[src/rtl/lht_update_scheduler.sv]
`timescale 1ns/1ps
// lht_update_scheduler
//
// Sequencing controller for the single-port local history table (LHT) RAM of
// the tournament predictor. Resolved branch outcomes are queued in a small
// FIFO. Each queued outcome is applied to the RAM as a read-modify-write:
// the history is shifted right and the outcome enters the MSB. Fetch-time
// lookups share the RAM port and normally win arbitration. A starvation
// counter forces an update through after STARVE_MAX consecutive lookup wins.
// After reset or flush, the whole table is swept to zero.
//
// Optional feature macro: LHT_BYPASS_EN
//   defined   : in the write cycle, a lookup to the index being written is
//               granted. It receives the new value one cycle later from a
//               register, not from the RAM.
//   undefined : no lookup is granted in the write cycle.
//
// Ports
//   clock, reset        rising-edge clock, asynchronous active-high reset
//   flush               restart the clear sweep and drop all queued updates
//   upd_valid/ready     resolved-branch record handshake (upd_pc, upd_taken)
//   lk_valid, lk_pc     prediction lookup request
//   lk_grant            lookup accepted this cycle
//   lk_hist_valid/hist  lookup result, one cycle after the grant (0 if idle)
//   busy                clear sweep in progress
//   ram_en/we/addr/wdata/rdata  single-port RAM, one-cycle read latency
module lht_update_scheduler #(
  parameter int IDX_W      = 10,
  parameter int HIST_W     = 10,  // must be >= 2
  parameter int FIFO_DEPTH = 4,   // power of 2, >= 2
  parameter int STARVE_MAX = 8
) (
  input  logic              clock,
  input  logic              reset,
  input  logic              flush,
  input  logic              upd_valid,
  output logic              upd_ready,
  input  logic [31:0]       upd_pc,
  input  logic              upd_taken,
  input  logic              lk_valid,
  input  logic [31:0]       lk_pc,
  output logic              lk_grant,
  output logic              lk_hist_valid,
  output logic [HIST_W-1:0] lk_hist,
  output logic              busy,
  output logic              ram_en,
  output logic              ram_we,
  output logic [IDX_W-1:0]  ram_addr,
  output logic [HIST_W-1:0] ram_wdata,
  input  logic [HIST_W-1:0] ram_rdata
);

  localparam int PTR_W    = $clog2(FIFO_DEPTH);
  localparam int CNT_W    = PTR_W + 1;
  localparam int STARVE_W = $clog2(STARVE_MAX + 1);
  localparam logic [STARVE_W-1:0] STARVE_LIM = STARVE_W'(STARVE_MAX);
  localparam logic [CNT_W-1:0]    FIFO_FULL  = CNT_W'(FIFO_DEPTH);

  typedef enum logic [1:0] {INIT, IDLE, WR} state_t;

  state_t              state_reg, state_next;
  logic [IDX_W-1:0]    sweep_addr_reg, sweep_addr_next;
  logic [STARVE_W-1:0] starve_reg, starve_next;

  // Pending-update queue: only the table index and outcome are kept.
  logic [IDX_W-1:0]    fifo_idx   [FIFO_DEPTH];
  logic                fifo_taken [FIFO_DEPTH];
  logic [PTR_W-1:0]    wr_ptr_reg, rd_ptr_reg;
  logic [CNT_W-1:0]    count_reg;

  // Lookup result sources: RAM read data or the registered bypass value.
  logic                lk_ram_pend_reg, lk_ram_pend_next;
  logic                byp_pend_reg, byp_pend_next;
  logic [HIST_W-1:0]   byp_data_reg, byp_data_next;

  logic                fifo_empty, fifo_full, push, pop;
  logic [IDX_W-1:0]    head_idx, lk_idx;
  logic                head_taken;
  logic [HIST_W-1:0]   shifted;

  // Only the low index bits of the PCs select a table entry.
  logic unused_pc_bits;
  assign unused_pc_bits = ^{upd_pc[31:IDX_W], lk_pc[31:IDX_W]};

  assign fifo_empty = (count_reg == '0);
  assign fifo_full  = (count_reg == FIFO_FULL);
  assign head_idx   = fifo_idx[rd_ptr_reg];
  assign head_taken = fifo_taken[rd_ptr_reg];
  assign lk_idx     = lk_pc[IDX_W-1:0];
  assign shifted    = {head_taken, ram_rdata[HIST_W-1:1]};

  // A flush empties the queue at the next edge, so a record offered in the
  // same cycle would be lost; refuse it instead.
  assign upd_ready = !fifo_full && (state_reg != INIT) && !flush;
  assign push      = upd_valid && upd_ready;

  assign lk_hist_valid = lk_ram_pend_reg || byp_pend_reg;
  assign lk_hist       = byp_pend_reg    ? byp_data_reg :
                         lk_ram_pend_reg ? ram_rdata    : '0;

  always_comb begin
    state_next       = state_reg;
    sweep_addr_next  = sweep_addr_reg;
    starve_next      = starve_reg;
    lk_ram_pend_next = 1'b0;
    byp_pend_next    = 1'b0;
    byp_data_next    = '0;
    busy             = 1'b0;
    ram_en           = 1'b0;
    ram_we           = 1'b0;
    ram_addr         = '0;
    ram_wdata        = '0;
    lk_grant         = 1'b0;
    pop              = 1'b0;

    case (state_reg)
      INIT: begin
        busy            = 1'b1;
        ram_en          = 1'b1;
        ram_we          = 1'b1;
        ram_addr        = sweep_addr_reg;
        sweep_addr_next = sweep_addr_reg + 1'b1;
        if (sweep_addr_reg == '1) begin
          state_next = IDLE;
        end
      end

      IDLE: begin
        if (!flush) begin
          if (!fifo_empty && (!lk_valid || starve_reg == STARVE_LIM)) begin
            // Update read: data returns in WR.
            ram_en      = 1'b1;
            ram_addr    = head_idx;
            starve_next = '0;
            state_next  = WR;
          end else if (lk_valid) begin
            ram_en           = 1'b1;
            ram_addr         = lk_idx;
            lk_grant         = 1'b1;
            lk_ram_pend_next = 1'b1;
            if (fifo_empty) begin
              starve_next = '0;
            end else if (starve_reg != STARVE_LIM) begin
              starve_next = starve_reg + 1'b1;
            end
          end else if (fifo_empty) begin
            starve_next = '0;
          end
        end
      end

      WR: begin
        // Under flush the write is abandoned and the entry is dropped with
        // the rest of the queue.
        if (!flush) begin
          ram_en     = 1'b1;
          ram_we     = 1'b1;
          ram_addr   = head_idx;
          ram_wdata  = shifted;
          pop        = 1'b1;
          state_next = IDLE;
`ifdef LHT_BYPASS_EN
          if (lk_valid && lk_idx == head_idx) begin
            lk_grant      = 1'b1;
            byp_pend_next = 1'b1;
            byp_data_next = shifted;
          end
`endif
        end
      end

      default: begin
        state_next = INIT;
      end
    endcase

    if (flush) begin
      state_next      = INIT;
      sweep_addr_next = '0;
      starve_next     = '0;
    end
  end

  always_ff @(posedge clock or posedge reset) begin
    if (reset) begin
      state_reg       <= INIT;
      sweep_addr_reg  <= '0;
      starve_reg      <= '0;
      lk_ram_pend_reg <= 1'b0;
      byp_pend_reg    <= 1'b0;
      byp_data_reg    <= '0;
    end else begin
      state_reg       <= state_next;
      sweep_addr_reg  <= sweep_addr_next;
      starve_reg      <= starve_next;
      lk_ram_pend_reg <= lk_ram_pend_next;
      byp_pend_reg    <= byp_pend_next;
      byp_data_reg    <= byp_data_next;
    end
  end

  always_ff @(posedge clock or posedge reset) begin
    if (reset) begin
      wr_ptr_reg <= '0;
      rd_ptr_reg <= '0;
      count_reg  <= '0;
    end else if (flush) begin
      wr_ptr_reg <= '0;
      rd_ptr_reg <= '0;
      count_reg  <= '0;
    end else begin
      if (push) begin
        wr_ptr_reg <= wr_ptr_reg + 1'b1;
      end
      if (pop) begin
        rd_ptr_reg <= rd_ptr_reg + 1'b1;
      end
      if (push && !pop) begin
        count_reg <= count_reg + 1'b1;
      end else if (pop && !push) begin
        count_reg <= count_reg - 1'b1;
      end
    end
  end

  // Queue storage needs no reset: entries are only read when counted.
  always_ff @(posedge clock) begin
    if (push) begin
      fifo_idx[wr_ptr_reg]   <= upd_pc[IDX_W-1:0];
      fifo_taken[wr_ptr_reg] <= upd_taken;
    end
  end

endmodule

[config.mk]
export PLATFORM = sky130hd
export DESIGN_NAME = lht_update_scheduler
export DESIGN_NICKNAME = d
export VERILOG_FILES = /design/src/rtl/lht_update_scheduler.sv
export SDC_FILE = /design/constraint.sdc
export NUM_CORES = 1
export LEC_CHECK = 0
export BUFFER_PORTS_ARGS = -buffer_cell sky130_fd_sc_hd__buf_2
export CAP_MARGIN = 0
export CORE_MARGIN = 2
export CORE_UTILIZATION = 48
export DETAILED_ROUTE_END_ITERATION = 10
export PLACE_DENSITY = 0.77
export SYNTH_ARGS = -nofsm -noshare
export SYNTH_HDL_FRONTEND = slang
export SYNTH_SLANG_ARGS = --single-unit
export TNS_END_PERCENT = 1
[constraint.sdc]
create_clock -name clock -period 4.6 [get_ports clock]
set_input_delay 0.46 -clock clock [delete_from_list [all_inputs] [get_ports clock]]
set_output_delay 0.46 -clock clock [all_outputs]
set_load 0.1 [all_outputs]
# After elaboration in Yosys (flattened, before gate mapping)

Memories as Yosys holds them, arrays and structs flattened.
Cells that the tools add are included.
W data, S select, Z words.

Bits in registers: 24
Output and inout port bits: 36
Word-level logic and storage cells: 89
Memories: 2
Input port bits: 80
RAM bits: 44
ROM bits: 0
Bits in latches: 0

Memories:

| name       | words | width | rd ports | clocked after memory_dff | write ports | RTL line | text |
|---|---|---|---|---|---|---|---|
| fifo_idx   | 4     | 10    | 1        | 0                        | 1           | 66       | `logic [IDX_W-1:0] fifo_idx [FIFO_DEPTH];` |
| fifo_taken | 4     | 1     | 1        | 0                        | 1           | 67       | `logic fifo_taken [FIFO_DEPTH];` |

Bitwise operators: 0
Muxes and demuxes: 41
Reductions and logical operators: 25
$mul: 0
Add/sub/neg operators: 6
Divide/modulo/power cells: 0
$lt $le $gt $ge: 0
Shifts and indexed selects: 0
Equality and inequality tests: 8

Operator list:

| operator                | count |
|---|---|
| $mux W10                | 9 |
| $pmux W10 S3            | 1 |
| $mux W4                 | 7 |
| $mux W2                 | 7 |
| $mux W1                 | 11 |
| $add A10 B1 Y10 const B | 1 |
| $eq A10 B10 Y1 const B  | 1 |
| $reduce_bool A2 Y1      | 5 |
| $mux W3                 | 3 |
| $reduce_bool A4 Y1      | 2 |
| $logic_and A1 B1 Y1     | 6 |
| $logic_not A1 Y1        | 6 |
| $ne A3 B3 Y1 const B    | 2 |
| $pmux W2 S3             | 1 |
| $add A2 B1 Y2 const B   | 2 |
| $add A4 B1 Y4 const B   | 1 |
| $eq A4 B4 Y1 const B    | 1 |
| $ne A4 B4 Y1 const B    | 1 |
| $add A3 B1 Y3 const B   | 1 |
| $eq A3 B3 Y1 const B    | 1 |
| $logic_not A3 Y1        | 1 |
| $pmux W1 S3             | 1 |
| $reduce_and A3 Y1       | 1 |
| $reduce_bool A3 Y1      | 1 |
| 7 further kinds         | 7 |

# Depth between registers and ports, before layout

Word-level depth: 10
Depth in mapped cells: 8
Depth with buffers taken out: 7

# Worst setup path before layout

Ideal clock, no wire load.

Path type: reg2out
Start point: reg state_reg[0]
End point: out upd_ready
Stages on the path, launching flop included: 5
Arrival time: 3424 ps
Required time: 4140 ps
Buffers on the path: 2
Slack: 716 ps
Cells stage by stage: dfrtp_1 > buf_6 > nor2_4 > clkbuf_1 > nor3_1

Word-level cells in the longest chain between the ends: 3

Ends and longest elaborated chain:

| element                           | RTL line | text |
|---|---|---|
| from (decl)                       | 61       | `state_t state_reg, state_next;` |
| from (signal assigned)            | 193      | `state_reg <= state_next;` |
| $reduce_bool A2 Y1                | 94       | `assign upd_ready = !fifo_full && (state_reg != INIT) && !flush;` |
| $logic_and A1 B1 Y1 (2 in series) | 94       |  |
| to (decl)                         | 37       | `output logic upd_ready,` |

No other way between the ends.

# Worst setup path in the final report

Start point: reg starve_reg[0]
End point: out ram_addr[8]

Word-level cells in the longest chain between the ends: 6

Ends and longest elaborated chain:

| element                | RTL line | text |
|---|---|---|
| from (decl)            | 63       | `logic [STARVE_W-1:0] starve_reg, starve_next;` |
| from (signal assigned) | 195      | `starve_reg <= starve_next;` |
| $eq A4 B4 Y1           | 130      | `if (!fifo_empty && (!lk_valid \|\| starve_reg == STARVE_LIM)) begin` |
| $logic_or A1 B1 Y1     | 130      |  |
| $logic_and A1 B1 Y1    | 130      |  |
| $mux W10               | 130      |  |
| $mux W10               | 129      | `if (!flush) begin` |
| $pmux W10 S3           | 116      | `case (state_reg)` |
| to (decl)              | 48       | `output logic [IDX_W-1:0] ram_addr,` |

No other way between the ends.

==> report_table.html <==
<table>
<tr><th>Metric</th><th>Value</th></tr>
<tr><th colspan="2">Pwr</th></tr>
<tr><td>Cell internal pwr</td><td>0.914 mW</td></tr>
<tr><td>Power spent charging and discharging nets</td><td>0.259 mW</td></tr>
<tr><td>Power share of the sequential group</td><td>0.560</td></tr>
<tr><td>Power density over the cells</td><td>approximately 300 nW/um2</td></tr>
<tr><td>Highest ir drop seen on vdd</td><td>0.209 mV</td></tr>
<tr><td>Proportion of power drawn by the clock network</td><td>0.391</td></tr>
<tr><td>PnR Total Power</td><td>1.17 mW</td></tr>
<tr><td>Proportion of power drawn by combinational gates</td><td>0.049</td></tr>
<tr><td>Switching fraction of total power</td><td>0.221</td></tr>
<tr><td>Leakage component of the power</td><td>1.64 nW</td></tr>
<tr><th colspan="2">Floorplanning</th></tr>
<tr><td>Die Area</td><td>approximately 7500 um2</td></tr>
<tr><td>Overall die width</td><td>86.5 um</td></tr>
<tr><td>Count of boundary I/O pins</td><td>116</td></tr>
<tr><td>Standard cell core area</td><td>6680 um2</td></tr>
<tr><td>Vertical extent of the die</td><td>86.5 um</td></tr>
<tr><td>Starting density of the core</td><td>0.489</td></tr>
<tr><td>Number of core rows</td><td>30</td></tr>
<tr><th colspan="2">Finish</th></tr>
<tr><td>Number of flip-flops in the largest register</td><td>40</td></tr>
<tr><td>Fraction of layout cells with a size suffix above 1</td><td>0.305</td></tr>
<tr><td>Final #Nets</td><td>412</td></tr>
<tr><td>Number of diodes added for antenna fixing</td><td>0</td></tr>
<tr><td>Layout-stage area growth over the synthesis result</td><td>17.9%</td></tr>
<tr><th colspan="2">STA</th></tr>
<tr><td>Total count of hold-check failures in the final report</td><td>0</td></tr>
<tr><td>Final clock period utilization by the worst path</td><td>0.641</td></tr>
<tr><td>Minimum clock period after layout</td><td>between 2000 and 3000 ps</td></tr>
<tr><td>Setup Skew</td><td>7.02 ps</td></tr>
<tr><td>RSZ-0062 raised after global routing</td><td>no</td></tr>
<tr><td>Actual transition at the worst max-transition pin</td><td>between 900 and 1000 ps</td></tr>
<tr><td># setup viols final</td><td>0</td></tr>
<tr><td>Highest clock rate</td><td>between 0.3 and 0.4 GHz</td></tr>
<tr><td>Remaining max-slew budget at the tightest pin</td><td>0.364</td></tr>
<tr><td>Final number of max-transition violations</td><td>0</td></tr>
<tr><td>Setup TNS</td><td>0 ps</td></tr>
<tr><th colspan="2">Clocking</th></tr>
<tr><td>Number of setup buffers added after CTS</td><td>0</td></tr>
<tr><td>Worst-case clock buffer depth</td><td>2</td></tr>
<tr><td>Resize count post-CTS</td><td>0</td></tr>
<tr><td>Later-pin clock latency in the skew report</td><td>about 340 ps</td></tr>
<tr><td>Clock-pin slew reported for the worst setup and hold paths after clock tree synthesis</td><td>70 ps</td></tr>
<tr><td>Sinks on the clock net</td><td>68</td></tr>
<tr><td>Count of hold-fix buffers inserted at cts</td><td>0</td></tr>
<tr><td>Root buffer cell</td><td>sky130_fd_sc_hd__clkbuf_8</td></tr>
<tr><td>Total CTS buffers</td><td>9</td></tr>
<tr><td>TritonCTS clock tree</td><td>built</td></tr>
<tr><td>CTS HTree Levels</td><td>3</td></tr>
<tr><th colspan="2">Synthesis</th></tr>
<tr><td>Number of instances in the synthesized netlist</td><td>253</td></tr>
<tr><td>Share of synthesized registers carrying an async set or reset</td><td>0.353</td></tr>
<tr><td>Share of cell area taken by muxes after synthesis</td><td>0.0923</td></tr>
<tr><td>Complex-gate fraction of the synthesized area</td><td>0.0666</td></tr>
<tr><td>Post-synthesis sequential element count</td><td>68</td></tr>
<tr><td>Count of distinct cell types in the synthesized netlist</td><td>42</td></tr>
<tr><td>Area share of the largest cell type after synthesis</td><td>0.404</td></tr>
<tr><td>Number of nets produced by synthesis</td><td>between 300 and 400</td></tr>
<tr><td>Basic-gate share of the synthesized area counting and, or, nand and nor cells</td><td>0.146</td></tr>
<tr><td>Average cell area after synthesis</td><td>between 10 and 15 um2</td></tr>
<tr><td>Main combinational cell family by area after synthesis</td><td>simple AND/OR/NAND/NOR gates</td></tr>
<tr><td>Synth warnings</td><td>0</td></tr>
<tr><td>Cell taking the most area after synthesis</td><td>sky130_fd_sc_hd__edfxtp_1</td></tr>
<tr><td>Most frequently used flop master after synthesis</td><td>sky130_fd_sc_hd__edfxtp_1</td></tr>
<tr><td>Arithmetic-cell share of the synthesized area counting full adders, half adders and majority gates</td><td>0.0329</td></tr>
<tr><td>Sequential element share of the synthesized area</td><td>0.588</td></tr>
<tr><td>Leading post-synthesis cells by cell area</td><td>sky130_fd_sc_hd__edfxtp_1, sky130_fd_sc_hd__dfrtp_1, sky130_fd_sc_hd__mux4_2</td></tr>
<tr><td>Xor-xnor portion of the synthesized cell area</td><td>0.0349</td></tr>
<tr><td>Number of flops mapped to enable cells by yosys</td><td>44</td></tr>
<tr><td>Combined area of all synthesized cells</td><td>around 3300 um2</td></tr>
<tr><th colspan="2">Worst setup path</th></tr>
<tr><td>Cell with the largest stage delay on the worst path</td><td>sky130_fd_sc_hd__a21oi_1</td></tr>
<tr><td>Setup slack on the worst flop-to-flop path</td><td>2110 ps</td></tr>
<tr><td>Critical Path Sink Type</td><td>primary output</td></tr>
<tr><td>Biggest fanout along the worst timing path</td><td>10</td></tr>
<tr><td>Largest stage delay on the critical path</td><td>630 ps</td></tr>
<tr><td>R2r worst-path depth</td><td>7</td></tr>
<tr><td>Worst setup path class</td><td>reg2out</td></tr>
<tr><td>Sequence of cells on the critical path</td><td>inv_1, ha_1, nand3b_1, a21oi_1, a21oi_1, o21ai_0, buf_2</td></tr>
<tr><td>Critical Path Source Type</td><td>flip-flop</td></tr>
<tr><td>Start point of the critical path</td><td>starve_reg[0]$_DFFE_PP0P_</td></tr>
<tr><td>Reg-to-reg critical path endpoint</td><td>count_reg[2]$_DFFE_PP0P_</td></tr>
<tr><td>Worst EP arrival</td><td>~2500 ps</td></tr>
<tr><td>Crit Reg-Reg Startpoint</td><td>state_reg[0]$_DFFE_PP0P_</td></tr>
<tr><td>Worst path required time</td><td>4140 ps</td></tr>
<tr><td>Crit path buffers/inverters</td><td>2</td></tr>
<tr><td>Top delay family on crit path</td><td>compound AO/OA/AOI/OAI gates</td></tr>
<tr><td>Most frequent cell on the critical path</td><td>sky130_fd_sc_hd__a21oi_1</td></tr>
<tr><th colspan="2">Global route</th></tr>
<tr><td>Maximum number of pins on one net before global-route repair</td><td>30</td></tr>
<tr><td>Total congestion overflow after global routing</td><td>0</td></tr>
<tr><td>Via count of the first global-routing pass</td><td>2,078</td></tr>
<tr><td>Global-route usage over all layers</td><td>0.179</td></tr>
<tr><td>First-pass GRT wire length</td><td>10,000 um</td></tr>
<tr><td>Antenna violations before repair</td><td>0</td></tr>
<tr><th colspan="2">Placement</th></tr>
<tr><td>Port Buffers</td><td>71</td></tr>
<tr><td>Final HPWL DP</td><td>4410 um</td></tr>
<tr><td>Weighted congestion at the end of routability-driven global placement</td><td>between 0.7 and 0.8</td></tr>
<tr><th colspan="2">Worst hold path</th></tr>
<tr><td>Kind of path behind the tightest hold check</td><td>in2async</td></tr>
<tr><th colspan="2">Route</th></tr>
<tr><td>Post-detailed-route via-to-cell ratio</td><td>5.38</td></tr>
<tr><td>DRC viols</td><td>0</td></tr>
<tr><td>Total wire length after detailed routing</td><td>6400 um</td></tr>
<tr><td>Wire per inst</td><td>15.7 um</td></tr>
<tr><td>Count of vias placed by the detailed router</td><td>2,195</td></tr>
<tr><td>Antenna-violating nets left</td><td>0</td></tr>
<tr><td>Initial DRC count</td><td>141</td></tr>
<tr><td>DRT Pass-1 Iters</td><td>4</td></tr>
<tr><th colspan="2">Run</th></tr>
<tr><td>Max cap viols</td><td>0</td></tr>
<tr><th colspan="2">Run status</th></tr>
<tr><td>Run status</td><td>complete, no violations</td></tr>
</table>
[synthesized netlist by cell type, drive strengths merged, types with 2 or more instances]
| cell type | instances |
|---|---|
| o21ai | 13 |
| a21oi | 5 |
| xor2 | 9 |
| nand3 | 4 |
| and2 | 27 |
| edfxtp | 44 |
| mux2 | 3 |
| a31oi | 2 |
| nand2 | 9 |
| nand4 | 3 |
| nor3 | 3 |
| mux4 | 11 |
| nor2b | 4 |
| mux2i | 2 |
| nor2 | 21 |
| nor3b | 2 |
| inv | 18 |
| ha | 7 |
| xnor2 | 4 |
| and4 | 2 |
| clkbuf | 6 |
| buf | 6 |
| or3 | 2 |
| a22oi | 10 |
| dfrtp | 24 |
[per-stage QoR]
stage	instances	hold slack, ps	setup slack, ps	utilization	area, um2
3_5_place_dp	393	475	1760	0.549	3670
6_report	408	328	1650	0.576	3850
2_1_floorplan	253	453	716	-	3270
3_3_place_gp	393	481	1800	0.549	3670
4_1_cts	408	322	1630	0.576	3850
5_1_grt	408	325	1480	0.576	3850
[worst max path at each step]
stage | cells after the start | endpoint
floorplan | 4 | upd_ready
global placement | 6 | ram_addr[8]
detailed placement | 6 | ram_addr[8]
CTS | 7 | ram_addr[8]
global route | 7 | ram_addr[8]
finish | 7 | ram_addr[8]
[cell families after synthesis]
kind of cell    after synthesis
simple gates                 83
flops                        68
compound gates               35
buf+inv                      30
mux                          16
xor+xnor                     13
fa+ha+maj                     8
[placed cells by master, fill, tap and decap left out, drive strengths merged, types with 2 or more instances in the layout]
master	n
inv	18
xor2	9
or3	2
nor2b	4
xnor2	4
mux2	3
nor3b	2
a31oi	2
and2	27
clkinv	4
ha	7
edfxtp	44
nand3	4
o21ai	13
dfrtp	24
clkbuf	9
mux2i	2
and4	2
nor3	3
nand2	9
mux4	11
a22oi	10
nand4	3
a21oi	5
buf	72
nor2	21
[metal layers]
metal / routed length, um / part of all wire / up-vias / GRT usage
met3: 263 / 0.041 / 10 / 0.0324
met4: 123 / 0.019 / 0 / 0.0767
met5: 0 / 0 / - / 0
met1: 2730 / 0.43 / 1065 / 0.217
li1: - / - / 1048 / -
met2: 3270 / 0.51 / 72 / 0.315
[power groups by stage]
stage	Clock, mW	Combinational (mW)	Sequential (mW)
floorplan	0	0.0330	0.669
CTS	0.467	0.0580	0.657
global placement	0	0.0559	0.670
global route	0.493	0.0625	0.657
finish	0.458	0.0574	0.658
detailed placement	0	0.0573	0.670
[final cells by class]
class | count | area [um2]
fillers | 536 | 2830
flip-flops and latches | 68 | 1920
multi-input cells | 155 | 1220
repair buffers | 72 | 363
clock buffers | 9 | 124
well taps | 80 | 100
inverters | 18 | 67.6
clock inverters | 6 | 56.3
No activity file was read; power rests on OpenSTA's default activity.
